<file path="config.mk">
export PLATFORM = sky130hd
export DESIGN_NAME = bin_to_bcd_seq
export DESIGN_NICKNAME = d
export VERILOG_FILES = /design/src/rtl/bcd_pkg.sv /design/src/rtl/bcd_dabble_digit.sv /design/src/rtl/bin_to_bcd_seq.sv
export SDC_FILE = /design/constraint.sdc
export NUM_CORES = 1
export LEC_CHECK = 0
export CORE_AREA = 2 2 63 65
export CTS_BUF_LIST = sky130_fd_sc_hd__clkbuf_4
export CTS_CLUSTER_SIZE = 28
export DETAILED_ROUTE_END_ITERATION = 8
export DIE_AREA = 0 0 65 67
export GPL_TIMING_DRIVEN = 0
export MAX_ROUTING_LAYER = met4
export PLACE_DENSITY = 0.77
export SETUP_SLACK_MARGIN = 0.15
export SYNTH_ARGS = -nofsm -noshare
export SYNTH_HDL_FRONTEND = slang
export SYNTH_SLANG_ARGS = --single-unit
</file>
<file path="constraint.sdc">
create_clock -name clk -period 4.25 [get_ports clk]
set_input_delay 0.85 -clock clk [delete_from_list [all_inputs] [get_ports clk]]
set_output_delay 0.85 -clock clk [all_outputs]
set_load 0.03 [all_outputs]
</file>
<file path="src/rtl/bcd_pkg.sv">
// Shared BCD definitions for the binary-to-BCD converter and the BCD add/sub datapath.
// bcd_add3 is the per-digit double-dabble correction; the adder's +6 tests reuse it.
package bcd_pkg;

    localparam int BCD_DIGIT_W = 4;

    typedef logic [3:0] bcd_digit_t;

    typedef enum logic [1:0] {
        IDLE,
        SHIFT,
        DONE
    } b2b_state_t;

    function automatic bcd_digit_t bcd_add3(input bcd_digit_t d);
        return (d >= 4'd5) ? bcd_digit_t'(d + 4'd3) : d;
    endfunction

endpackage

</file>
<file path="src/rtl/bcd_dabble_digit.sv">
// One BCD digit slice of a double-dabble step: add-3 correction, then shift left by one.
// bit_i enters at the LSB and the corrected MSB leaves on bit_o towards the next digit.
module bcd_dabble_digit
    import bcd_pkg::*;
(
    input  logic [3:0] digit_i,
    input  logic       bit_i,
    output logic [3:0] digit_o,
    output logic       bit_o
);

    bcd_digit_t adj;

    assign adj     = bcd_add3(digit_i);
    assign digit_o = {adj[2:0], bit_i};
    assign bit_o   = adj[3];

endmodule

</file>
<file path="src/rtl/bin_to_bcd_seq.sv">
// Sequential binary-to-packed-BCD converter (double dabble, one bit per clock)
// with valid/ready handshakes on both the binary input and the BCD result.
module bin_to_bcd_seq
    import bcd_pkg::*;
#(
    parameter int BIN_W  = 8,
    parameter int DIGITS = 3
) (
    input  logic                  clk,
    input  logic                  rst,
    input  logic                  in_valid,
    output logic                  in_ready,
    input  logic [BIN_W-1:0]      bin,
    output logic                  out_valid,
    input  logic                  out_ready,
    output logic [4*DIGITS-1:0]   bcd
);

    localparam int BCD_W = DIGITS * BCD_DIGIT_W;
    localparam int SH_W  = BCD_W + BIN_W;
    localparam int CNT_W = $clog2(BIN_W + 1);

    if (10 ** DIGITS <= 2 ** BIN_W) begin : g_param_check
        $error("bin_to_bcd_seq: DIGITS too small for BIN_W (need 10**DIGITS > 2**BIN_W)");
    end

    b2b_state_t        state_q;
    logic [CNT_W-1:0]  cnt_q;
    logic [SH_W-1:0]   shreg_q;
    logic [SH_W-1:0]   shreg_d;
    logic [BCD_W-1:0]  bcd_q;
    logic              out_valid_q;
    logic [DIGITS:0]   carry;
    logic [BCD_W-1:0]  digits_d;

    assign carry[0] = shreg_q[BIN_W-1];

    for (genvar g = 0; g < DIGITS; g++) begin : g_digit
        bcd_dabble_digit u_digit (
            .digit_i (shreg_q[BIN_W + BCD_DIGIT_W*g +: BCD_DIGIT_W]),
            .bit_i   (carry[g]),
            .digit_o (digits_d[BCD_DIGIT_W*g +: BCD_DIGIT_W]),
            .bit_o   (carry[g+1])
        );
    end

    // The top digit never carries out (parameter rule), so its carry refills the vacated
    // LSB; those bits are never part of a result.
    assign shreg_d = {digits_d, shreg_q[BIN_W-2:0], carry[DIGITS]};

    always_ff @(posedge clk or posedge rst) begin
        if (rst) begin
            state_q     <= IDLE;
            cnt_q       <= '0;
            shreg_q     <= '0;
            bcd_q       <= '0;
            out_valid_q <= 1'b0;
        end else begin
            case (state_q)
                IDLE: begin
                    if (in_valid) begin
                        shreg_q <= {{BCD_W{1'b0}}, bin};
                        cnt_q   <= CNT_W'(BIN_W);
                        state_q <= SHIFT;
                    end
                end
                SHIFT: begin
                    shreg_q <= shreg_d;
                    cnt_q   <= cnt_q - 1'b1;
                    if (cnt_q == CNT_W'(1)) begin
                        bcd_q       <= shreg_d[SH_W-1 -: BCD_W];
                        out_valid_q <= 1'b1;
                        state_q     <= DONE;
                    end
                end
                DONE: begin
                    if (out_ready) begin
                        out_valid_q <= 1'b0;
                        state_q     <= IDLE;
                    end
                end
                default: begin
                    out_valid_q <= 1'b0;
                    state_q     <= IDLE;
                end
            endcase
        end
    end

    assign in_ready  = (state_q == IDLE);
    assign out_valid = out_valid_q;
    assign bcd       = bcd_q;

endmodule
</file>
# Yosys cells after proc, flatten, opt, wreduce, memory -nomap -nowiden
# Index checks and enable logic that the tools add are counted.
totals:
  ff_bits: 39
  latch_bits: 0
  mem_bits_rw: 0
  romBits: 0
  inputBits: 12
  out_inout_bits: 14
  word_cells: 39
  mem_count: 0
classes:
  add_sub_neg: 4
  mul: 0
  div: 0
  order_cmp: 3
  eq_ne: 6
  shift: 0
  n_mux: 14
  bitwise_logic: 1
  reduce_logical: 6
op_table:
  columns: ["cell", "count"]
  rows:
  - ["$pmux 20 s2", 1]
  - ["$mux 20", 1]
  - ["$mux 4", 4]
  - ["$add 4x2->4 const B", 3]
  - ["$ge 4x3->1 const B", 3]
  - ["$pmux 4 s2", 1]
  - ["$mux 2", 3]
  - ["$ne 2x2->1 const B", 3]
  - ["$pmux 2 s3", 1]
  - ["$reduce_and 3->1", 2]
  - ["$eq 4x1->1 const B", 1]
  - ["$reduce_and 2->1", 2]
  - ["$sub 4x1->4 const B", 1]
  - ["$pmux 1 s3", 1]
  - ["$eq 2x1->1 const B", 1]
  - ["$eq 2x2->1 const B", 1]
  - ["$logic_not 2->1", 1]
  - ["$mux 1", 2]
  - ["$reduce_bool 2->1", 1]
  - ["$not 1->1", 1]

# Depth between registers and ports, before layout
# Gate-level depths: netlist of run 1.
logic_depth:
  word_depth: 3
  ltp_mapped: 7
  mapped_depth_nobuf: 6

# By module
# A second synthesis of run 1 with hierarchy kept.
unflattened:
  hier_cells: 177
  hier_area_um2: 1935.6
by_module_without_submodules:
  columns: ["module", "instances", "cells_per_inst", "area_per_inst_um2", "seq_area_each_um2"]
  rows:
  - ["bin_to_bcd_seq", 1, 126, 1609.0, 975.9]
  - ["bcd_dabble_digit", 3, 17, 108.9, 0.0]

# Least setup slack after synthesis of run 1
# No wires, ideal clock.
synth_path:
  path_kind: "register to output"
  start: "register state_q[0]"
  end: "output port in_ready"
  arrival_time_ps: 1147
  required_time_ps: 3400
  path_slack_ps: 2253
  stages_incl_launch_ff: 4
  n_path_buf: 2
  path_cell_list: "dfrtp_1 > clkbuf_1 > buf_2 > nor2_1"
synth_between:
  elab_chain_cells: 1
synth_lines:
  columns: ["element", "line_no", "source"]
  rows:
  - ["start: declaration", "bin_to_bcd_seq.sv:27", "b2b_state_t state_q;"]
  - ["start signal: assignment", "bin_to_bcd_seq.sv:53", "state_q <= IDLE;"]
  - ["start signal: assignment", "bin_to_bcd_seq.sv:64", "state_q <= SHIFT;"]
  - ["start signal: assignment", "bin_to_bcd_seq.sv:73", "state_q <= DONE;"]
  - ["$logic_not 2->1", "bin_to_bcd_seq.sv:90", "assign in_ready = (state_q == IDLE);"]
  - ["end: declaration", "bin_to_bcd_seq.sv:12", "output logic in_ready,"]
# Every way passes these cells.

# Worst setup path after layout of run 1
# Ends and elaborated chain as after synthesis.

==> results.tsv, run 1 <==
metric	value	unit
1st-iter DRT viols	102	
crit end category	primary output	
Worst Skew	0.01369	ns
Yosys cell types	34	
top area cells in the synthesized netlist	dfrtp_1, ha_1, o21ai_0	
Peak VDD IR	0.2978	mV
post-DR wirelength/cell	14.12	um
worst slew pin tran	0.7906	ns
final setup violating endpoints	0	
GR Overflow Total	0	
outcome	completed	
Max Clk Rate	346.0	MHz
DRT Wirelength	3797	um
RSZ-0062 raised after global routing	false	
dpl cells	261	
CP delay by family, top	buffers and inverters	
I/O Pins	26	
PwrDens	782.5	mW/mm^2
most frequent cells in the layout	dfrtp_1, clkdlybuf4s50_1, nand2_1, o21ai_0, a21oi_1	
Synth Register Bits	39	
I/O Buffers	25	
Residual DRC	0	
Worst path max stage delay	0.60	ns
Worst Path Arrival	2.04	ns
Tmin final	2.890	ns
Die X	65	um
Avg Vias per Cell	5.420	
via count	1458	
endpoints failing hold	0	
clk buf depth	2	
Synth top area share	0.5036	
max_slew headroom	0.4722	
hold crit path type	flip-flop to flip-flop	
part of the cycle the worst path needs	0.6801	
commonest non-fill, non-tap cell in the layout	dfrtp_1	
starting density of the core	0.5375	
Gate Count Post-Synth	188	
crit path kind	flip-flop to primary output	
static leakage	1.046	nW
clock sinks	39	
GP Congestion	0.8853	
clock-pin transition on the worst setup and hold timing paths	0.12	ns
post-CTS setup buffers	0	
detailed-router iteration count before antenna repair	4	
H-tree Lvls	2	
Post-CTS Resized	0	
crit-path cells	clkbuf_1 -> buf_2 -> nor2_1 -> clkdlybuf4s50_1	
Pwr Total	1.805	mW
Total Negative Setup Slacks	0	ns
Synth area leader	dfrtp_1	
Final #Nets	240	
CTS Buf Count	5	
antenna violations before repair	0	
register area share after synthesis	0.5036	
Max Cap Viol	0	
All-Layer GR Usage	0.2113	
Clock Latency Late Sink	0.36	ns
Yosys warning total	0	
CP required	3.40	ns
DIE AREA	0.004355	mm^2
die span in y	67	um
dpl cell area	0.002248	mm^2
critical path's slowest cell	clkdlybuf4s50_1	
vias in the first global route	1468	
area grow syn2layout	18.98	%
Mapped Area	0.001938	mm^2
core area	0.003606	mm^2
ANT cells	0	
post-route ant nets	0	
post-DP HPWL	2771	um
buffer type at the clock tree root	clkbuf_4	
worst-path maximum fanout	10	
hold buffers post-CTS	0	
Post-Syn Nets	208	
synthesized area per cell	10.31	um^2
layout cell share with drive strength beyond 1	0.1267	
CP startpoint kind	flip-flop	
fin. max-slew vios	0	
first-pass GRT wire length	6637	um
post-route insts no fill	269	
TritonCTS clock tree	built	
largest net degree at the start of global routing	40	
WP buf/inv	3	
row cnt	22	
final instance area	0.002306	mm^2
per-layer routing:
metal,vias up,part of all wire,track usage
met1,711,0.44,0.2413
met3,5,0.038,0.06588
met2,24,0.50,0.3505
met5,-,0,-
met4,0,0.013,0.07979
li1,718,-,-
sequential cells by signal (all words and copies together), names as in the netlist:
name	count
bcd	12
shreg_q	20
state_q	2
out_valid	1
cnt_q	4
area by class of cell:
type	count	area, um^2
Buffer	9	61.31
Clock buffer	7	52.55
Clock inverter	1	5.005
Fill cell	306	1300
Inverter	9	33.78
Multi-Input combinational cell	131	867.1
Sequential cell	39	975.9
Tap cell	48	60.06
Timing Repair Buffer	25	250.2
kinds of logic (layout without fill, tap and decap cells):
kind of cell               after synthesis  count (layout)  share of synthesized area
AOI/OAI and AO/OA                       54              54                     0.1620
xor gates and xnor gates                 3               3                    0.01356
adders and majority gates                8               8                    0.05165
buffers and inverters                   18              51                    0.04906
DFF                                     39              39                     0.5036
muxes                                   10              10                    0.05617
and+or+nand+nor                         56              56                     0.1640
power by group:
part           switching [mW]  total, mW  leakage [nW]  internal [mW]
combinational           0.500      0.927         0.528          0.427
sequential              0.135      0.678         0.482          0.543
clock                   0.122      0.199        0.0361         0.0773
total                   0.758       1.80          1.05           1.05
metrics by stage:
stage	hold WS (ns)	setup slack (ns)	utilization
finish	0.4968	1.360	0.6395
floorplan	0.4501	2.253	-
global placement	0.4693	1.722	0.6235
CTS	0.5037	1.347	0.6395
detailed placement	0.4795	1.777	0.6235
global route	0.5355	1.212	0.6395
cell usage after synthesis:
library cell	number
nor2_4	1
clkbuf_1	2
nor4bb_1	1
o21ai_0	18
buf_6	3
mux2i_1	3
nor2b_1	3
a31oi_2	1
a21oi_1	17
nor2_1	9
nand2_1	18
xnor2_1	3
a21o_1	1
ha_1	8
a31oi_1	2
nor2_2	2
inv_1	9
nor3_1	4
nand3b_1	1
o21ai_1	6
nand4bb_1	1
buf_2	3
a22o_1	7
nand2b_1	3
nor3b_1	3
o21a_1	1
dfrtp_1	39
or2b_1	1
mux2_2	7
or3b_2	1
o211ai_1	1
clkbuf_2	1
and3b_1	7
or2_1	1
final timing paths:
kind	slack (ns)	cells after the start	start	end
min in group asynchronous	0.95	2	rst	shreg_q[16]$_DFFE_PP0P_
max in group asynchronous	2.79	2	rst	shreg_q[0]$_DFFE_PP0P_
hold / removal	0.50	2	shreg_q[5]$_DFFE_PP0P_	shreg_q[5]$_DFFE_PP0P_
hold reg to reg	0.50	2	shreg_q[5]$_DFFE_PP0P_	shreg_q[5]$_DFFE_PP0P_
setup reg to reg	2.53	6	shreg_q[16]$_DFFE_PP0P_	bcd[10]$_DFFE_PP0P_
setup / recovery	1.36	4	state_q[0]$_DFFE_PP0P_	in_ready
worst min-delay path: stages, from the launching register on:
cell	delay, ns
dfrtp_1	0.36
nand2_1	0.05
o21ai_0	0.06
Note: power is estimated with default switching activity, not from simulation.
==> run 2, diff against run 1 <==
Clock period 4.25 ns to 2.9 ns, I/O delays scaled along.
==> run 2 against run 1 <==
  * Sequential share of layout area hardly changed
  * Die area stayed put
  * Flip-flop and latch count stayed put
  * Combinational power is 47% higher
  * Clock skew is 0.00075 ns higher
  * Via count is 0.21% lower
  * Highest routed layer unchanged
  * Critical path depth stayed put
  * Largest power group unchanged
  * Clock power is 47% higher
  * Global-route usage stayed put
  * First-iteration DRC count is 4.9% lower
  * Total power is 47% higher
==> results.tsv, run 2 (same netlist as run 1, synthesis figures left out) <==
metric	value	unit
outcome	completed	
GP Congestion	0.8853	
RR Endpoint	bcd[10]$_DFFE_PP0P_	
Total Negative Setup Slacks	0	ns
DIE AREA	0.004355	mm^2
RSZ-0062 raised after global routing	false	
Die X	65	um
I/O Pins	26	
TritonCTS clock tree	built	
ANT cells	0	
Worst Path Arrival	1.98	ns
buffer type at the clock tree root	clkbuf_4	
endpoints failing hold	0	
H-tree Lvls	2	
Flop pwr share	0.375	
worst-path maximum fanout	10	
CTS Buf Count	5	
final setup violating endpoints	0	
Combinational Power Share	0.514	
final instance area	0.002307	mm^2
Residual DRC	0	
vias in the first global route	1468	
Worst R2R Start	shreg_q[16]$_DFFE_PP0P_	
detailed-router iteration count before antenna repair	4	
largest net degree at the start of global routing	40	
DRT Wirelength	3776	um
Tmin final	2.559	ns
post-route ant nets	0	
max reg flops	20	
most frequent cells in the layout	dfrtp_1, clkdlybuf4s50_1, nand2_1, o21ai_0, a21oi_1	
worst slew pin tran	0.7880	ns
starting density of the core	0.5375	
dpl cell area	0.002248	mm^2
Max Clk Rate	390.8	MHz
worst reg2reg path depth	6	
fin. max-slew vios	0	
commonest non-fill, non-tap cell in the layout	dfrtp_1	
layout cell share with drive strength beyond 1	0.1312	
Peak VDD IR	0.4368	mV
1st-iter DRT viols	97	
Internal	1.535	mW
crit end category	primary output	
crit path kind	flip-flop to primary output	
die span in y	67	um
PwrDens	1147	mW/mm^2
post-CTS setup buffers	0	
CP startpoint kind	flip-flop	
I/O Buffers	25	
hold path start	shreg_q[5]$_DFFE_PP0P_	
Worst Skew	0.01445	ns
post-DP HPWL	2771	um
part of the cycle the worst path needs	0.8824	
CP required	2.32	ns
sw power	1.111	mW
antenna violations before repair	0	
hold buffers post-CTS	0	
GR Overflow Total	0	
first-pass GRT wire length	6637	um
All-Layer GR Usage	0.2113	
Post-CTS Resized	0	
static leakage	1.049	nW
clk buf depth	2	
Reg with most FFs	shreg_q	
area grow syn2layout	19.04	%
clock sinks	39	
Avg Vias per Cell	5.409	
core area	0.003606	mm^2
Clock Latency Late Sink	0.36	ns
r2r setup slk	1.17	ns
row cnt	22	
via count	1455	
Final #Nets	240	
WHS Endpoint	shreg_q[5]$_DFFE_PP0P_	
switching portion of total power	0.4200	
max_slew headroom	0.4739	
Max Cap Viol	0	
hold crit path type	flip-flop to flip-flop	
post-DR wirelength/cell	14.04	um
Hold Path Depth	2	
clock-pin transition on the worst setup and hold timing paths	0.12	ns
clock group share of total power	0.110	
-- run 2: cell counts in the layout (fill, tap and decap cells not counted) --
Identical to the previous run, type by type.
-- run 2: critical path: stages (launching register included) --
cell             delay (ns)
dfrtp_1                0.45
clkbuf_2               0.19
buf_2                  0.21
nor2_1                 0.10
clkdlybuf4s50_1        0.68
-- run 2: layer usage --
| metal | share of wire | global-route usage | up-vias |
|---|---|---|---|
| li1 | - | - | 718 |
| met1 | 0.45 | 0.2413 | 705 |
| met2 | 0.50 | 0.3505 | 26 |
| met3 | 0.038 | 0.06588 | 6 |
| met4 | 0.012 | 0.07979 | 0 |
| met5 | 0 | - | - |
-- run 2: per-stage QoR --
stage | cells | power [mW] | setup slack, ns | hold slack, ns | util
2_1_floorplan | 188 | 1.939 | 1.173 | 0.4501 | -
3_3_place_gp | 261 | 2.293 | 0.6422 | 0.4693 | 0.6235
3_5_place_dp | 261 | 2.368 | 0.6972 | 0.4795 | 0.6235
4_1_cts | 269 | 2.660 | 0.2671 | 0.5037 | 0.6395
5_1_grt | 269 | 2.866 | 0.2199 | 0.5355 | 0.6398
6_report | 269 | 2.646 | 0.3410 | 0.4987 | 0.6398
-- run 2: final cells by class --
cell class,instances,area [um^2]
fillers,307,1299
flip-flops and latches,39,975.9
multi-input cells,131,867.1
repair buffers,25,250.2
plain buffers,9,62.56
well taps,48,60.06
clock buffers,7,52.55
inverters,9,33.78
clock inverters,1,5.005
-- run 2: worst max-delay path by stage --
stage | startpoint | endpoint | slack, ns | cells past startpoint
6_report | state_q[0]$_DFFE_PP0P_ | in_ready | 0.34 | 4
4_1_cts | state_q[0]$_DFFE_PP0P_ | in_ready | 0.27 | 4
2_1_floorplan | state_q[0]$_DFFE_PP0P_ | in_ready | 1.17 | 3
5_1_grt | state_q[0]$_DFFE_PP0P_ | in_ready | 0.22 | 4
3_5_place_dp | state_q[0]$_DFFE_PP0P_ | in_ready | 0.70 | 4
3_3_place_gp | rst | shreg_q[14]$_DFFE_PP0P_ | 0.64 | 2
-- run 2: power groups by stage --
| stage | combinational (mW) | sequential (mW) | clock, mW |
|---|---|---|---|
| after CTS | 1.37 | 0.992 | 0.296 |
| final | 1.36 | 0.993 | 0.292 |
| after floorplan | 0.799 | 1.14 | 0 |
| after global routing | 1.51 | 1.03 | 0.326 |
| after global placement | 1.31 | 0.986 | 0 |
| after detailed placement | 1.36 | 1.00 | 0 |
